===== src/rtl/program_loader.sv =====
// program_loader: turns a framed byte stream into little-endian 32-bit cache writes.
// Latency: each word's write strobe appears the cycle after its 4th byte is accepted;
//   op_wr_done appears the cycle after a good checksum byte.
// Backpressure: op_byte_ready is high only while a frame is open (LEN/DATA/CHK); the
//   cache side never stalls, so writes are strobed without a handshake.
// Frame: LEN (4 bytes, LE word count N) | N*4 payload bytes | CHK (XOR of all earlier bytes).
// Ports:
//   ip_clk, ip_rst        clock (rising edge), asynchronous active-high reset
//   ip_load_req           cache wants a program; dropping it mid-frame aborts the frame
//   ip_byte/ip_byte_valid stream input; accepted when ip_byte_valid & op_byte_ready
//   op_byte_ready         loader can take a byte this cycle
//   op_wr_addr/data/en    one-cycle word write to the cache, address BASE_ADDR + 4*k
//   op_wr_done            one-cycle pulse: frame complete, checksum good
//   op_busy               frame in progress
//   op_error              sticky length/checksum error, cleared only by reset
module program_loader #(
  parameter logic [31:0] BASE_ADDR = 32'h0000_0000,
  parameter logic [31:0] MAX_WORDS = 32'h0000_2000
) (
  input  logic        ip_clk,
  input  logic        ip_rst,
  input  logic        ip_load_req,
  input  logic [7:0]  ip_byte,
  input  logic        ip_byte_valid,
  output logic        op_byte_ready,
  output logic [31:0] op_wr_addr,
  output logic [31:0] op_wr_data,
  output logic        op_wr_en,
  output logic        op_wr_done,
  output logic        op_busy,
  output logic        op_error
);

  typedef enum logic [2:0] {S_IDLE, S_LEN, S_DATA, S_CHK, S_DONE, S_ERR} state_t;

  state_t      r_state;
  state_t      w_next;
  logic        r_active;     // drives both op_byte_ready and op_busy
  logic [1:0]  r_byte_cnt;   // byte position within the current LE word
  logic [23:0] r_shift;      // first three bytes of the word being assembled
  logic [31:0] r_len;
  logic [31:0] r_word_idx;
  logic [7:0]  r_chk;
  logic [31:0] r_wr_addr;
  logic [31:0] r_wr_data;
  logic        r_wr_en;
  logic        r_done;
  logic        r_error;

  logic        w_take;
  logic        w_last_byte;
  logic        w_last_word;
  logic [31:0] w_full;

  // A byte that arrives on the same edge as an abort is dropped, so it can
  // never schedule a write for a frame that is being abandoned.
  assign w_take      = ip_byte_valid & r_active & ip_load_req;
  assign w_last_byte = (r_byte_cnt == 2'd3);
  assign w_full      = {ip_byte, r_shift};
  assign w_last_word = (r_word_idx == r_len - 32'd1);

  always_comb begin
    w_next = r_state;
    case (r_state)
      S_IDLE: if (ip_load_req) w_next = S_LEN;
      S_LEN: begin
        if (!ip_load_req) w_next = S_IDLE;
        else if (w_take && w_last_byte) begin
          if (w_full > MAX_WORDS)   w_next = S_ERR;
          else if (w_full == 32'd0) w_next = S_CHK;
          else                      w_next = S_DATA;
        end
      end
      S_DATA: begin
        if (!ip_load_req) w_next = S_IDLE;
        else if (w_take && w_last_byte && w_last_word) w_next = S_CHK;
      end
      S_CHK: begin
        if (!ip_load_req) w_next = S_IDLE;
        else if (w_take) w_next = (ip_byte == r_chk) ? S_DONE : S_ERR;
      end
      S_DONE:  w_next = S_IDLE;
      S_ERR:   w_next = S_ERR;
      default: w_next = S_IDLE;
    endcase
  end

  always_ff @(posedge ip_clk or posedge ip_rst) begin
    if (ip_rst) begin
      r_state    <= S_IDLE;
      r_active   <= 1'b0;
      r_byte_cnt <= 2'd0;
      r_shift    <= 24'd0;
      r_len      <= 32'd0;
      r_word_idx <= 32'd0;
      r_chk      <= 8'd0;
      r_wr_addr  <= 32'd0;
      r_wr_data  <= 32'd0;
      r_wr_en    <= 1'b0;
      r_done     <= 1'b0;
      r_error    <= 1'b0;
    end else begin
      r_state  <= w_next;
      r_active <= (w_next == S_LEN) || (w_next == S_DATA) || (w_next == S_CHK);
      r_wr_en  <= 1'b0;
      r_done   <= (w_next == S_DONE);
      r_error  <= (w_next == S_ERR);

      if (r_state == S_IDLE && w_next == S_LEN) begin
        r_byte_cnt <= 2'd0;
        r_shift    <= 24'd0;
        r_len      <= 32'd0;
        r_word_idx <= 32'd0;
        r_chk      <= 8'd0;
      end else if (w_take && (r_state == S_LEN || r_state == S_DATA)) begin
        r_chk      <= r_chk ^ ip_byte;
        r_byte_cnt <= r_byte_cnt + 2'd1;
        if (!w_last_byte) begin
          r_shift[8*r_byte_cnt +: 8] <= ip_byte;
        end else if (r_state == S_LEN) begin
          r_len <= w_full;
        end else begin
          r_wr_en    <= 1'b1;
          r_wr_addr  <= BASE_ADDR + {r_word_idx[29:0], 2'b00};
          r_wr_data  <= w_full;
          r_word_idx <= r_word_idx + 32'd1;
        end
      end
    end
  end

  assign op_byte_ready = r_active;
  assign op_busy       = r_active;
  assign op_wr_addr    = r_wr_addr;
  assign op_wr_data    = r_wr_data;
  assign op_wr_en      = r_wr_en;
  assign op_wr_done    = r_done;
  assign op_error      = r_error;

endmodule


===== config.mk =====
export PLATFORM = sky130hd
export DESIGN_NAME = program_loader
export DESIGN_NICKNAME = d
export VERILOG_FILES = /design/src/rtl/program_loader.sv
export SDC_FILE = /design/constraint.sdc
export NUM_CORES = 1
export LEC_CHECK = 0
export ABC_AREA = 1
export CAP_MARGIN = 20
export CORE_MARGIN = 1
export CORE_UTILIZATION = 60
export DETAILED_ROUTE_END_ITERATION = 16
export HOLD_SLACK_MARGIN = 0.05
export PLACE_DENSITY = 0.83
export SETUP_SLACK_MARGIN = 0.4
export SLEW_MARGIN = 20
export SYNTH_ARGS = -nofsm -noshare
export SYNTH_HDL_FRONTEND = slang
export SYNTH_SLANG_ARGS = --single-unit

===== constraint.sdc =====
create_clock -name ip_clk -period 8.24 [get_ports ip_clk]
set_clock_uncertainty 0.1 [all_clocks]
set_input_delay 1.236 -clock ip_clk [delete_from_list [all_inputs] [get_ports ip_clk]]
set_output_delay 1.236 -clock ip_clk [all_outputs]
set_load 0.005 [all_outputs]

# Word-level counts from Yosys, hierarchy flattened
# Index checks and enable logic that the tools add are counted.
# W data, S select, Z words.
[word_totals] wordCells=85 regBits=167
[op_classes] mux=31 n_bitwise=5 n_reduce_logical=16 n_lt_le_gt_ge=1 n_eq_ne=14 n_shift=2 add_sub_neg=4
[op_table] operator="$mux W32" n=8
[op_table] operator="$mux W24" n=3
[op_table] operator="$neg A5 Y34" n=1
[op_table] operator="$shift A8 B34 Y24 const A" n=1
[op_table] operator="$shiftx A8 B34 Y24" n=1
[op_table] operator="$add A32 B1 Y32 const B" n=1
[op_table] operator="$eq A32 B32 Y1" n=1
[op_table] operator="$gt A32 B14 Y1 const B" n=1
[op_table] operator="$logic_not A32 Y1" n=1
[op_table] operator="$sub A32 B1 Y32 const B" n=1
[op_table] operator="$bwmux W24" n=1
[op_table] operator="$mux W3" n=8
[op_table] operator="$mux W8" n=2
[op_table] operator="$pmux W3 S5" n=1
[op_table] operator="$eq A3 B2 Y1 const B" n=4
[op_table] operator="$eq A3 B3 Y1 const B" n=3
[op_table] operator="$eq A8 B8 Y1" n=1
[op_table] operator="$xor A8 B8 Y8" n=1
[op_table] operator="$eq A3 B1 Y1 const B" n=2
[op_table] operator="$mux W1" n=6
[op_table] operator="$reduce_and A3 Y1" n=2
[op_table] operator="$reduce_bool A2 Y1" n=3
[op_table] operator="$logic_and A1 B1 Y1" n=4
[op_table] operator="$mux W2" n=2
[op_table] operator="other kinds (10)" n=14

# Longest topological paths before layout
[logic_depth] depth_word=11 ltp_mapped=19 ltp_nobuf=19

# Worst setup path before layout
# Ideal clock, no wire load.
[synth_timing] path_kind="in2reg" start="in ip_load_req" end="reg r_word_idx[31]" path_slack_ns=5.652 arrival_ns=2.369 t_required_ns=8.021 cell_stages=10 cell_sequence="nand3_1 -> inv_1 -> nand4_4 -> nand2_4 -> nand3_1 -> nor2_2 -> nand2_1 -> nor2_1 -> a21oi_1 -> o21a_1"
[synth_between] elab_chain_len=10 elab_cells_between_ends=19 classes_between="eq/ne: 2; mux: 9; bitwise: 1; reduce/logical: 7"
[synth_lines] item="start: declaration" line_no="22" text="input logic ip_load_req,"
[synth_lines] item="$and A1 B1 Y1" line_no="57" text="assign w_take = ip_byte_valid & r_active & ip_load_req;"
[synth_lines] item="$logic_and A1 B1 Y1" line_no="68, 76"
[synth_lines] item="$logic_and A1 B1 Y1" line_no="76" text="else if (w_take && w_last_byte && w_last_word) w_next = S_CHK;"
[synth_lines] item="$mux W3" line_no="76"
[synth_lines] item="$mux W3" line_no="75" text="if (!ip_load_req) w_next = S_IDLE;"
[synth_lines] item="$pmux W3 S5" line_no="64" text="case (r_state)"
[synth_lines] item="$eq A3 B1 Y1" line_no="109" text="if (r_state == S_IDLE && w_next == S_LEN) begin"
[synth_lines] item="$logic_and A1 B1 Y1" line_no="109"
[synth_lines] item="$ne A2 B2 Y1 (no line) / $reduce_bool A2 Y1 (equally long branches)"
[synth_lines] item="$reduce_and A3 Y1 (no line)"
[synth_lines] item="end signal: assignment" line_no="126" text="r_word_idx <= r_word_idx + 32'd1;"
[synth_lines] item="end: declaration" line_no="42" text="logic [31:0] r_word_idx;"
# Parallel ways exist; a longest one is shown, timed or not.
# A chain may end at the register's enable or synchronous reset.

# Worst setup path after layout
[layout_timing] start="in ip_load_req" end="reg r_shift[23]"
[layout_between] elab_chain_len=10 elab_cells_between_ends=18 classes_between="eq/ne: 2; mux: 9; bitwise: 1; reduce/logical: 6"
[layout_lines] item="$and A1 B1 Y1" line_no="57"
[layout_lines] item="$logic_and A1 B1 Y1" line_no="68, 76"
[layout_lines] item="$logic_and A1 B1 Y1" line_no="76"
[layout_lines] item="$mux W3" line_no="76"
[layout_lines] item="$mux W3" line_no="75"
[layout_lines] item="$pmux W3 S5" line_no="64"
[layout_lines] item="$eq A3 B1 Y1" line_no="109"
[layout_lines] item="$logic_and A1 B1 Y1" line_no="109"
[layout_lines] item="$ne A2 B1 Y1 (no line) / $reduce_bool A2 Y1 (equally long branches)"
[layout_lines] item="$reduce_and A2 Y1 (no line)"
[layout_lines] item="end signal: indexed assignment" line_no="119" text="r_shift[8*r_byte_cnt +: 8] <= ip_byte;"
[layout_lines] item="end: declaration" line_no="40" text="logic [23:0] r_shift;"
# Parallel ways exist; a longest one is shown, timed or not.

==> results by group <==
Global routing
  • Total global-route track usage: 30.1%
  • Total congestion overflow: 0
  • Vias in the first global route: between 7000 and 8000
  • First-pass GRT wire length: 34.6 mm
  • Largest net degree at the start of global routing: slightly below 100
  • Initial antenna violation count: 0

Finish
  • Layout cells sized above 1: 6.84%
  • Fin util: 72.4%
  • Post-route cell area: 0.0101 mm^2
  • Most frequent cells in the layout: 277 x nand2_1, 167 x dfrtp_1, 126 x o21ai_0
  • Area delta synth->final: 16.4%
  • Commonest non-fill, non-tap cell in the layout: nand2_1
  • ANT cells: 0
  • Total Nets Final: 1191
  • Layout Cells excl Fill: 1365

Critical path
  • CP endpoint kind: flip-flop
  • Cell-by-cell listing of the critical path: clkdlybuf4s50_1 -> inv_1 -> nor2_8 -> inv_2 -> nand2_1 -> o21ai_1 -> a21oi_1 -> nand3_1 -> o21ai_0
  • CP bufs+invs: 3
  • Critical path startpoint category: input pin
  • CP max stage cell: clkdlybuf4s50_1
  • Critical path class: in2reg
  • CP max stage delay: 530 ps
  • Maximum net fanout on the critical path: 53
  • Worst Path Arrival: 4080 ps
  • Required @ worst endpoint: ~8500 ps
  • Top cell family by delay on the critical path: buffers and inverters

Place
  • DP Area: roughly 0.0096 mm^2
  • DP Cell Count: 1333
  • RD Place Congestion: 0.933
  • DP Wirelength: 15.1 mm
  • Dpl ws: between 3000 and 4000 ps
  • PortBufs: 78

Synthesis
  • Asr flop ratio synth: between 90% and 100%
  • EDFF count, synth: 0
  • FF+latch count, synth: 167
  • Ys Warns: 0
  • Syn Std Cell Area: 0.00870 mm^2
  • Post-synthesis cell type count: between 40 and 50
  • Sequential fraction of the synthesis area: 48.0%
  • Post-synth top area share: between 40% and 50%
  • Post-synthesis instance total: 1107
  • Avg Cell Area, Syn: 7.86 um^2
  • Ys flop type: dfrtp_1
  • Cell taking the most area after synthesis: dfrtp_1
  • Area contributors post-synth: dfrtp_1 48%, nand2_1 12%, o21ai_0 7.2%, inv_1 4.9%, nor2_1 4.9%

Timing
  • Final hold vios: 0
  • Final Cycle Share: 46.6%
  • Fmax: between 200 and 300 MHz
  • Tightest hold margin: 370 ps
  • Worst-Margin Slew: about 1000 ps
  • Slew HR: 34.4%
  • Max Slew Vio Count: 0
  • Final setup margin: 4400 ps
  • Setup tns final: 0 ps
  • Final setup viols: 0
  • Crit path time final: 3840 ps
  • RSZ-0062 raised after global routing: false

Route
  • Avg WL per Cell: 15.6 um
  • First-pass DRT Iterations: 5
  • M1 WL: 9.34 mm
  • WL met3: 1.19 mm
  • Number of routed nets with antenna violations: 0
  • DR vias: 7646
  • Iter 0 DRT Violations: 760
  • Routed wl met2: 10.2 mm
  • Vias per inst: about 5.6
  • Routed WL: 21.3 mm
  • DR top layer: met4
  • Drc violations: 0

Clocking
  • CTS buffer count: 17
  • Clock Sinks: 167
  • Post-CTS Resized: 0
  • Worst skew pair latency: 440 ps
  • CTS tree: built
  • H-tree depth: 4
  • Root buffer cell: clkbuf_16
  • Maximum root-to-sink buffer count: 2
  • Hold buffers post-CTS: 0
  • Reg clk slew, reported paths: 60 ps
  • Setup Fix Bufs, Post-CTS: 0

Power
  • Seq pwr share: 36.5%
  • Sw Pwr: roughly 940 uW
  • Gate power share: about a third
  • Sw frac: 37.5%
  • Worst vdd ir: 160 uV
  • Clock Power Share: 29.8%
  • Total power: roughly 2.5 mW
  • Pwr per Cell Area: between 200 and 250 mW/mm^2
  • P_leak: 4.82 nW
  • Pint: 1.57 mW

Floorplan
  • Initial core utilization: between 60% and 70%
  • Die area: 0.0150 mm^2
  • Die width: 122 um
  • Core ar.: 0.0140 mm^2
  • I/O pin total: slightly above 80
  • Chip height: 122 um
  • Cell Rows: 43

Flow run
  • MaxCap Viol Count: 0

Hold path
  • Worst Hold Class: reg2reg

Status
  • Status: finished, final reports clean
-- area by class of cell --
class,instances,area (um^2)
Multi-Input combinational cell,780,3890
Timing Repair Buffer,81,803
Clock inverter,10,70.1
Tap cell,180,225
Clock buffer,22,484
Sequential cell,167,4180
Fill cell,1100,3860
Inverter,125,474
-- synthesized netlist by cell type (all sizes together), types with 2 or more instances --
cell / instances
buf: 15
nor3: 28
o211ai: 2
xnor2: 14
nand3: 72
a21oi: 23
ha: 7
and2: 2
clkbuf: 21
inv: 124
o31ai: 7
nand4: 11
a221oi: 2
nand2: 288
nor4: 4
o22ai: 5
nand3b: 5
o21ai: 136
o21a: 2
nor2: 129
o21bai: 3
dfrtp: 167
xor2: 31
a31oi: 3
-- layer usage --
metal | vias to the layer above | global-route usage [%]
met5 | - | 0
met4 | 0 | 13.0
met3 | 54 | 4.51
met2 | 287 | 48.6
met1 | 3615 | 40.6
li1 | 3690 | -
-- power by group through the flow --
stage	registers (mW)	logic, mW	clock network [mW]
floorplan	0.922	0.675	0
global placement	0.930	0.814	0
detailed placement	0.932	0.833	0
CTS	0.917	0.838	0.749
global route	0.925	0.958	0.785
finish	0.919	0.846	0.749
-- path summary, 6_finish.rpt --
| kind | start | end | slack, ps | depth (start not counted) |
|---|---|---|---|---|
| max in group asynchronous | ip_rst | r_word_idx[14]$_DFFE_PP0P_ | 5390 | 3 |
| hold / removal | op_wr_data[16]$_DFFE_PP0P_ | op_wr_data[16]$_DFFE_PP0P_ | 370 | 2 |
| min in group asynchronous | ip_rst | op_wr_data[2]$_DFFE_PP0P_ | 1250 | 2 |
| setup / recovery | ip_load_req | r_shift[23]$_DFFE_PP0P_ | 4400 | 9 |
| hold reg to reg | op_wr_data[16]$_DFFE_PP0P_ | op_wr_data[16]$_DFFE_PP0P_ | 370 | 2 |
| setup reg to reg | r_state[2]$_DFF_PP0_ | r_shift[23]$_DFFE_PP0P_ | 5220 | 9 |
-- logic make-up after synthesis --
logic type                 share of synthesized area (%)
AOI/OAI and AO/OA                                   11.6
adders and majority gates                           1.01
xor gates and xnor gates                            4.53
and+or+nand+nor                                     27.5
DFF                                                 48.0
buffers and inverters                               7.29
other                                             0.0431
-- registers in the layout (all words and copies together) (netlist names) --
name        count
op_wr_data     32
r_len          32
r_word_idx     32
op_wr_addr     30
r_shift        24
r_chk           8
r_state         3
r_byte_cnt      2
op_busy         1
op_error        1
op_wr_done      1
op_wr_en        1
-- worst register-to-register path, stage by stage (launching register included) --
cell     delay, ps
dfrtp_1        410
inv_2          150
nand3_4        120
nor2_8         390
inv_2          520
nand2_1        280
o21ai_1        180
a21oi_1        490
nand3_1        150
o21ai_0        140
Power figures use the tool's default switching activity.
